===== config.mk =====
export PLATFORM = sky130hd
export DESIGN_NAME = ifu_mem_responder
export DESIGN_NICKNAME = d
export VERILOG_FILES = /design/src/rtl/ifu_mem_responder.sv
export SDC_FILE = /design/constraint.sdc
export NUM_CORES = 1
export LEC_CHECK = 0
export BUFFER_PORTS_ARGS = -buffer_cell sky130_fd_sc_hd__buf_2
export CORE_MARGIN = 2
export CORE_UTILIZATION = 53
export CTS_BUF_LIST = sky130_fd_sc_hd__clkbuf_2
export DETAILED_ROUTE_END_ITERATION = 10
export GPL_ROUTABILITY_DRIVEN = 1
export PLACE_DENSITY = 0.82
export SLEW_MARGIN = 10
export SYNTH_ARGS = -nofsm -noshare
export SYNTH_HDL_FRONTEND = slang
export SYNTH_SLANG_ARGS = --single-unit

===== constraint.sdc =====
create_clock -name Clock -period 3.64 [get_ports Clock]
set_clock_uncertainty 0.05 [all_clocks]
set_input_delay 0.728 -clock Clock [delete_from_list [all_inputs] [get_ports Clock]]
set_output_delay 0.728 -clock Clock [all_outputs]
set_load 0.005 [all_outputs]

===== src/rtl/ifu_mem_responder.sv =====
// ifu_mem_responder: queues IFU line-miss tags, reads each line word-by-word from a
// 1-cycle SRAM and returns the assembled line with a single-cycle valid pulse.
module ifu_mem_responder #(
    parameter int ADDR_WIDTH = 32,
    parameter int TAG_WIDTH  = 28,
    parameter int LINE_WIDTH = 128,
    parameter int WORD_WIDTH = 32,
    parameter int FIFO_DEPTH = 4
) (
    input  logic                            Clock,
    input  logic                            Rst,
    input  logic [TAG_WIDTH-1:0]            mem_reqTagIn,
    input  logic                            mem_reqTagValidIn,
    output logic                            mem_reqReadyOut,
    output logic [TAG_WIDTH-1:0]            mem_rspTagOut,
    output logic [LINE_WIDTH-1:0]           mem_rspInsLineOut,
    output logic                            mem_rspInsLineValidOut,
    output logic                            imem_rdEnOut,
    output logic [ADDR_WIDTH-1:0]           imem_rdAddrOut,
    input  logic [WORD_WIDTH-1:0]           imem_rdDataIn,
    output logic                            overflowOut,
    output logic [1:0]                      debug_stateOut,
    output logic [$clog2(FIFO_DEPTH):0]     debug_fifoCountOut
);
    localparam int WORDS = LINE_WIDTH / WORD_WIDTH;
    localparam int KW    = $clog2(WORDS);
    localparam int PW    = $clog2(FIFO_DEPTH);
    localparam int CW    = PW + 1;
    localparam int PAD   = ADDR_WIDTH - TAG_WIDTH - KW;

    typedef enum logic [1:0] {S_IDLE, S_READ, S_DRAIN, S_RESP} state_t;

    state_t                 r_state, w_next;
    logic [TAG_WIDTH-1:0]   r_fifo [FIFO_DEPTH];
    logic [PW-1:0]          r_wr_ptr, r_rd_ptr;
    logic [CW-1:0]          r_count;
    logic [TAG_WIDTH-1:0]   r_cur_tag;
    logic [KW-1:0]          r_k, r_k_d;
    logic                   r_rd_d;
    logic                   r_overflow;
    logic [LINE_WIDTH-1:0]  r_line, w_line_next;
    logic [TAG_WIDTH-1:0]   r_rsp_tag;
    logic [LINE_WIDTH-1:0]  r_rsp_line;
    logic                   w_pop, w_push, w_rd_en, w_dup, w_ready;

    assign w_ready = r_count != CW'(FIFO_DEPTH);
    assign w_push  = mem_reqTagValidIn && w_ready && !w_dup;

    // A tag is a duplicate if it sits anywhere in the occupied window or is the line being fetched.
    always_comb begin
        w_dup = (r_state != S_IDLE) && (mem_reqTagIn == r_cur_tag);
        for (int i = 0; i < FIFO_DEPTH; i++) begin
            if ({1'b0, PW'(i) - r_rd_ptr} < r_count && r_fifo[i] == mem_reqTagIn) w_dup = 1'b1;
        end
    end

    always_comb begin
        w_next  = r_state;
        w_pop   = 1'b0;
        w_rd_en = 1'b0;
        unique case (r_state)
            S_IDLE: begin
                w_pop  = r_count != '0;
                w_next = w_pop ? S_READ : S_IDLE;
            end
            S_READ: begin
                w_rd_en = 1'b1;
                w_next  = (r_k == KW'(WORDS - 1)) ? S_DRAIN : S_READ;
            end
            S_DRAIN: w_next = S_RESP;
            S_RESP: begin
                w_pop  = r_count != '0;
                w_next = w_pop ? S_READ : S_IDLE;
            end
        endcase
    end

    always_comb begin
        w_line_next = r_line;
        if (r_rd_d) w_line_next[int'(r_k_d)*WORD_WIDTH +: WORD_WIDTH] = imem_rdDataIn;
    end

    always_ff @(posedge Clock) begin
        if (w_push) r_fifo[r_wr_ptr] <= mem_reqTagIn;
    end

    always_ff @(posedge Clock) begin
        if (Rst) begin
            r_state    <= S_IDLE;
            r_wr_ptr   <= '0;
            r_rd_ptr   <= '0;
            r_count    <= '0;
            r_cur_tag  <= '0;
            r_k        <= '0;
            r_k_d      <= '0;
            r_rd_d     <= 1'b0;
            r_overflow <= 1'b0;
            r_line     <= '0;
            r_rsp_tag  <= '0;
            r_rsp_line <= '0;
        end else begin
            r_state  <= w_next;
            r_count  <= r_count + CW'(w_push) - CW'(w_pop);
            r_rd_d   <= w_rd_en;
            r_k_d    <= r_k;
            r_line   <= w_line_next;
            if (w_push) r_wr_ptr <= r_wr_ptr + 1'b1;
            if (w_pop) begin
                r_cur_tag <= r_fifo[r_rd_ptr];
                r_rd_ptr  <= r_rd_ptr + 1'b1;
                r_k       <= '0;
            end else if (w_rd_en) begin
                r_k <= r_k + 1'b1;
            end
            if (mem_reqTagValidIn && !w_ready && !w_dup) r_overflow <= 1'b1;
            if (r_state == S_DRAIN) begin
                r_rsp_tag  <= r_cur_tag;
                r_rsp_line <= w_line_next;
            end
        end
    end

    assign mem_reqReadyOut        = w_ready;
    assign mem_rspTagOut          = r_rsp_tag;
    assign mem_rspInsLineOut      = r_rsp_line;
    assign mem_rspInsLineValidOut = r_state == S_RESP;
    assign imem_rdEnOut           = w_rd_en;
    assign imem_rdAddrOut         = w_rd_en ? {r_cur_tag, r_k, {PAD{1'b0}}} : '0;
    assign overflowOut            = r_overflow;
    assign debug_stateOut         = r_state;
    assign debug_fifoCountOut     = r_count;
endmodule


# Yosys cells after proc, flatten, opt, wreduce, memory -nomap -nowiden
# Memories as Yosys holds them, arrays and structs flattened. A register that Yosys moved wholly into a read port is not among the register bits.
# Cells that the tools add are included.
# Widths: inputs -> output; s select.
[word_totals]
register_bits = 299
latchBits = 0
mem_bits_rw = 112
romBits = 0
in_bits = 63
out_inout_bits = 197
memories = 1
[memory_table]
columns = ["memory", "depth", "word_bits", "rd", "rd_clocked_by_memory_dff", "write_ports", "line_no", "text"]
rows = [
  ["r_fifo", 4, 28, 5, 1, 1, "34", "logic [TAG_WIDTH-1:0] r_fifo [FIFO_DEPTH];"],
]
[classes]
add_sub_neg = 10
n_mul = 0
n_div = 0
magnitude_cmp = 4
eq_ne = 10
n_shift = 2
n_mux = 14
n_bitwise = 0
reduce_logical = 16
[op_table]
columns = ["cell", "n"]
rows = [
  ["$eq 28x28->1", 5],
  ["$bwmux 128", 1],
  ["$mux 128", 1],
  ["$shift 32x33->128 const A", 1],
  ["$shiftx 32x33->128", 1],
  ["$neg 7->33", 1],
  ["$mux 32", 1],
  ["$lt 2x3->1", 4],
  ["$logic_and 1x1->1", 9],
  ["$mux 1", 9],
  ["$add 2x1->2 const B", 3],
  ["$eq 2x2->1 const B", 3],
  ["$pmux 2 s3", 1],
  ["$reduce_or 2->1", 2],
  ["$sub 1x2->2 const A", 2],
  ["$sub 2x2->2 const A", 2],
  ["$add 3x1->3", 1],
  ["$ne 3x3->1 const B", 1],
  ["$reduce_bool 3->1", 1],
  ["$sub 3x1->3", 1],
  ["$eq 2x1->1 const B", 1],
  ["$logic_not 1->1", 2],
  ["$logic_not 2->1", 1],
  ["$mux 2", 1],
  ["$reduce_bool 2->1", 1],
]

# Logic depth before layout (Yosys ltp)
[logic_depth]
depth_word = 11
depth_mapped = 20
depth_no_buf = 17

# Worst setup path after synthesis
# Ideal clock, no wire load.
[synth_path]
kind = "register to register"
from = "register r_rd_ptr[0]"
to = "register r_count[2], in the netlist debug_fifoCountOut[2]"
arrival_time_ps = 3341
t_required_ps = 3462
setup_slack_ps = 121
path_stages_with_launch = 21
path_buffers = 3
cell_sequence = "dfxtp_1 > clkbuf_1 > buf_2 > xnor2_1 > inv_1 > ha_1 > a21oi_1 > o21ai_0 > nor4_1 > nor4_1 > and3_1 > buf_6 > inv_1 > ha_1 > inv_1 > ha_1 > inv_1 > fa_1 > xor2_1 > xnor2_1 > nor2_1"
[synth_via]
elab_chain_cells = 11
word_cells_on_any_way = 20
classes_between = "add/sub (6); order compare (4); mux (4); reduce/logical (6)"
[synth_lines]
columns = ["item", "line_no", "text"]
rows = [
  ["from (decl)", "35", "logic [PW-1:0] r_wr_ptr, r_rd_ptr;"],
  ["from (signal assigned)", "110", "r_rd_ptr <= r_rd_ptr + 1'b1;"],
  ["$sub 1x2->2", "53", "if ({1'b0, PW'(i) - r_rd_ptr} < r_count && r_fifo[i] == mem_reqTagIn) w_dup = 1'b1;"],
  ["$lt 2x3->1", "53", ""],
  ["$logic_and 1x1->1", "53", ""],
  ["$mux 1 (3 in a row)", "53", ""],
  ["$mux 1 *", "53", ""],
  ["$logic_not 1->1 *", "47", "assign w_push = mem_reqTagValidIn && w_ready && !w_dup;"],
  ["$logic_and 1x1->1 *", "47", ""],
  ["$add 3x1->3 *", "103", "r_count <= r_count + CW'(w_push) - CW'(w_pop);"],
  ["$sub 3x1->3 *", "103", ""],
  ["to (signal assigned)", "103", ""],
  ["to (decl)", "36", "logic [CW-1:0] r_count;"],
]
# Mark *: on every way between the ends. The rest lies on a longest branch, timed or not.
# A chain may end at the register's enable or synchronous reset.

# Worst setup path in the final report
[layout_path]
from = "input mem_reqTagIn[13]"
to = "register r_count[2], in the netlist debug_fifoCountOut[2]"
[layout_via]
elab_chain_cells = 10
word_cells_on_any_way = 18
classes_between = "add/sub (2); eq/ne (5); mux (4); reduce/logical (7)"
[layout_lines]
columns = ["item", "line_no", "text"]
rows = [
  ["from (decl)", "12", "input logic [TAG_WIDTH-1:0] mem_reqTagIn,"],
  ["$eq 28x28->1 (on tied branches)", "51, 53", ""],
  ["$logic_and 1x1->1 (on tied branches)", "51, 53", ""],
  ["$mux 1 (3 in a row)", "53", ""],
  ["$mux 1 *", "53", ""],
  ["$logic_not 1->1 *", "47", ""],
  ["$logic_and 1x1->1 *", "47", ""],
  ["$add 3x1->3 *", "103", ""],
  ["$sub 3x1->3 *", "103", ""],
]
# Marked as above.

==> impl_metrics.toml <==
[status]
run_status = "finished, final reports clean"

[worst_setup_path]
critPathSlowestCell = "sky130_fd_sc_hd__dlygate4sd3_1"
worst-path-buf-inv = 5
critical-path-top-cell-by-count = "sky130_fd_sc_hd__inv_1"
worst-setup-path-type = "input pin to flip-flop"
reg_to_reg_critical_path_startpoint = "r_fifo[1][13]"
critPathTopFamily = "buffers and inverters"
startpoint_type = "input pin"
critical_path.max_stage_delay_ns = 0.56
timing.critical_path.cells = "dlygate4sd3_1 > buf_2 > xor2_1 > nor4_1 > nand4_1 > o41a_1 > and3_1 > inv_1 > ha_1 > inv_1 > ha_1 > inv_1 > fa_1 > xor2_1 > xnor2_1 > nor2_1"
cp.required_ns = 4.41
worst_setup_path_startpoint = "mem_reqTagIn[13]"
critPathCaptureType = "flip-flop"
crit_path_max_fanout = 2
cp.arrival_ns = 4.17

[placed_design]
post-place-cells = 2168
placement.cell_area_sq_um = 19050
gp_congestion = 1.015
dp_hpwl_mm = 32.14
placement.io_buffers = 257
worst_case_setup_slack_after_placement_ns = -0.09438

[timing]
finish_stage_setup_viols = 0
tightest_slew_ns = 0.9486
finalHoldViolCount = 0
post_route_clock_period_utilization_pct = 93.50
finalMaxSlewViolations = 0
layout_setup_ws_ns = 0.2367
max_freq_mhz = 293.8
hold_ws_ns = 0.05560
rsz0062_at_grt = "false"
relSlewSlack_pct = 36.76
min_period_ns = 3.403

[floorplan]
floorplan.initialDensity_pct = 54.18
floorplan.die.width_microns = 184.1
num_io_pins = 260
std_cell_rows = 65
die_height_microns = 184.1
coreArea_sq_um = 31720
die_footprint_sq_um = 33880

[clocking]
cts_inserted_buffers = 105
tritoncts = "yes"
post-cts-setup-buffers = 0
worst_setup_hold_path_clk_slew_ns = 0.10
cts.htree.levels = 3
cts.sink_count = 439
clock_tree.root_cell = "sky130_fd_sc_hd__clkbuf_2"
worstSkewPairLatency_ns = 0.99
clock_tree.buffer_depth = 3

[final_layout]
layout.cells.most_common_list = "326 x sky130_fd_sc_hd__dfxtp_1, 296 x sky130_fd_sc_hd__nor2_1, 256 x sky130_fd_sc_hd__buf_2"
area_growth_pct = 18.16
fraction_of_layout_instances_using_a_drive_strength_above_1_pct = 27.49
fin_area_sq_um = 20300
non_filler_cells_final = 2390
fin_nets = 1989
final_common_cell = "sky130_fd_sc_hd__dfxtp_1"
filler_cell_count = 2431

[logic_synthesis]
most_used_flip_flop_cell_after_synthesis = "sky130_fd_sc_hd__dfxtp_1"
synth_enable_flop_cells = 112
synthArstFlopShare_pct = 0
part_of_the_yosys_area_used_for_sequential_elements_pct = 57.67
synth.distinct_cells = 36
ys.warnings.count = 0
ys_ff_latch = 439
synth.avg_cell_area_sq_um = 10.94
syn-cell-area_sq_um = 17180
post_synthesis_cells = 1571

[power]
switching_power_mw = 3.576
static_leak_nw = 8.054
power_share_of_the_sequential_group_pct = 51.3
switching_fraction_of_total_power_pct = 32.42
internal_power_mw = 7.454
vdd.ir_drop.worst_mv = 0.3274
clkPwrFrac_pct = 28.3
powerDensity_nw_per_um2 = 543.2
total_power_mw = 11.03
pwr-share-comb_pct = 20.4

[global_route]
antenna_found_initial = 2
grt_max_degree = 95
globalRouteOverflowTotal = 0
first_global_vias = 13000
track_usage_pct = 27.33
grt_pass1_wl_mm = 71.85

[detailed_routing]
drt_iter0_drc = 1403
wl_mm = 47.41
final_antenna_net_count = 0
routed-via-count = 13710
vias_per_cell = 5.737
route.detailed.drc = 0
detail_route.first_pass.iterations = 7
routedWlPerCell_microns = 19.84

[hold_path]
hold_path_startpoint = "mem_reqTagIn[9]"
hp-class = "input pin to flip-flop"

[flow_run]
max_cap_viol_count = 0
## cells by family (layout without fill, tap and decap cells)
| kind of cell | count (synthesis) | in the layout | share of synthesized area, % |
|---|---|---|---|
| AOI/OAI and AO/OA | 295 | 295 | 12.40 |
| xor gates and xnor gates | 146 | 146 | 7.441 |
| adders and majority gates | 21 | 21 | 1.573 |
| buffers and inverters | 155 | 569 | 3.983 |
| DFF | 439 | 439 | 57.67 |
| muxes | 60 | 60 | 5.563 |
| other | 1 | 4 | 0.02182 |
| and+or+nand+nor | 454 | 454 | 11.35 |
## registers in the layout, summed over array words and instances (netlist names)
signal / cells
mem_rspInsLineOut: 128
r_line: 128
r_fifo: 112
mem_rspTagOut: 28
r_cur_tag: 28
debug_fifoCountOut: 3
debug_stateOut: 2
r_k: 2
r_k_d: 2
r_rd_ptr: 2
r_wr_ptr: 2
overflowOut: 1
r_rd_d: 1
## path summary, 6_finish.rpt
| check | to | slack [ns] | cells past startpoint |
|---|---|---|---|
| worst max-delay path | debug_fifoCountOut[2] | 0.24 | 16 |
| worst min-delay path | r_fifo[2][9] | 0.06 | 1 |
| worst max register to register | debug_fifoCountOut[2] | 0.24 | 14 |
| worst min register to register | mem_rspInsLineOut[21] | 0.44 | 2 |
## stage by stage
stage,setup TNS [ns],utilization [%]
2_1_floorplan,0,-
3_3_place_gp,-0.1047,60.05
3_5_place_dp,-0.09438,60.05
4_1_cts,0,64.00
5_1_grt,0,64.02
6_report,0,64.02
## cell type report
class | count | area (sq um) | share of cell area (%)
Clock buffer | 162 | 810.8 | 3.993
Antenna cell | 2 | 5.005 | 0.02465
Inverter | 13 | 48.80 | 0.2403
Tap cell | 402 | 503.0 | 2.477
Clock inverter | 26 | 122.6 | 0.6039
Timing Repair Buffer | 368 | 2272 | 11.19
Multi-Input combinational cell | 978 | 6631 | 32.66
Sequential cell | 439 | 9911 | 48.81
## repair_timing
action,in CTS,in global routing
hold buffers,32,0
gates resized for setup,0,0
hold endpoints to repair,94,0
endpoints found under the setup margin,0,0
## routing by layer
metal  global-route usage [%]  vias up  part of all wire (%)
li1                         -     6314                     -
met1                    35.74     6517                    40
met2                    43.49      765                    47
met3                    6.577      116                    10
met4                    11.74        0                   3.1
met5                        0        -                     0
## cell usage after synthesis (all sizes together), types with 16 or more instances
cell    count  area (sq um)
a211oi    128         960.9
a21oi      32         160.2
a22oi     128         960.9
and2       34         217.7
buf        28         207.7
clkbuf    114         427.9
dfxtp     327          6546
edfxtp    112          3363
ha         20         250.2
mux2i      31         310.3
mux4       28         630.6
nand2      63         236.5
nand4      16         100.1
nor2      296          1111
nor4       30         187.7
xnor2      48         420.4
xor2       98         858.3
## power groups by stage
stage	clock [mW]	combinational, mW	sequential, mW
floorplan	0	1.40	5.65
global placement	0	2.14	5.74
detailed placement	0	2.18	5.76
CTS	3.18	2.22	5.65
global route	3.44	2.41	5.69
finish	3.12	2.25	5.66
(Power assumes the default switching activity.)
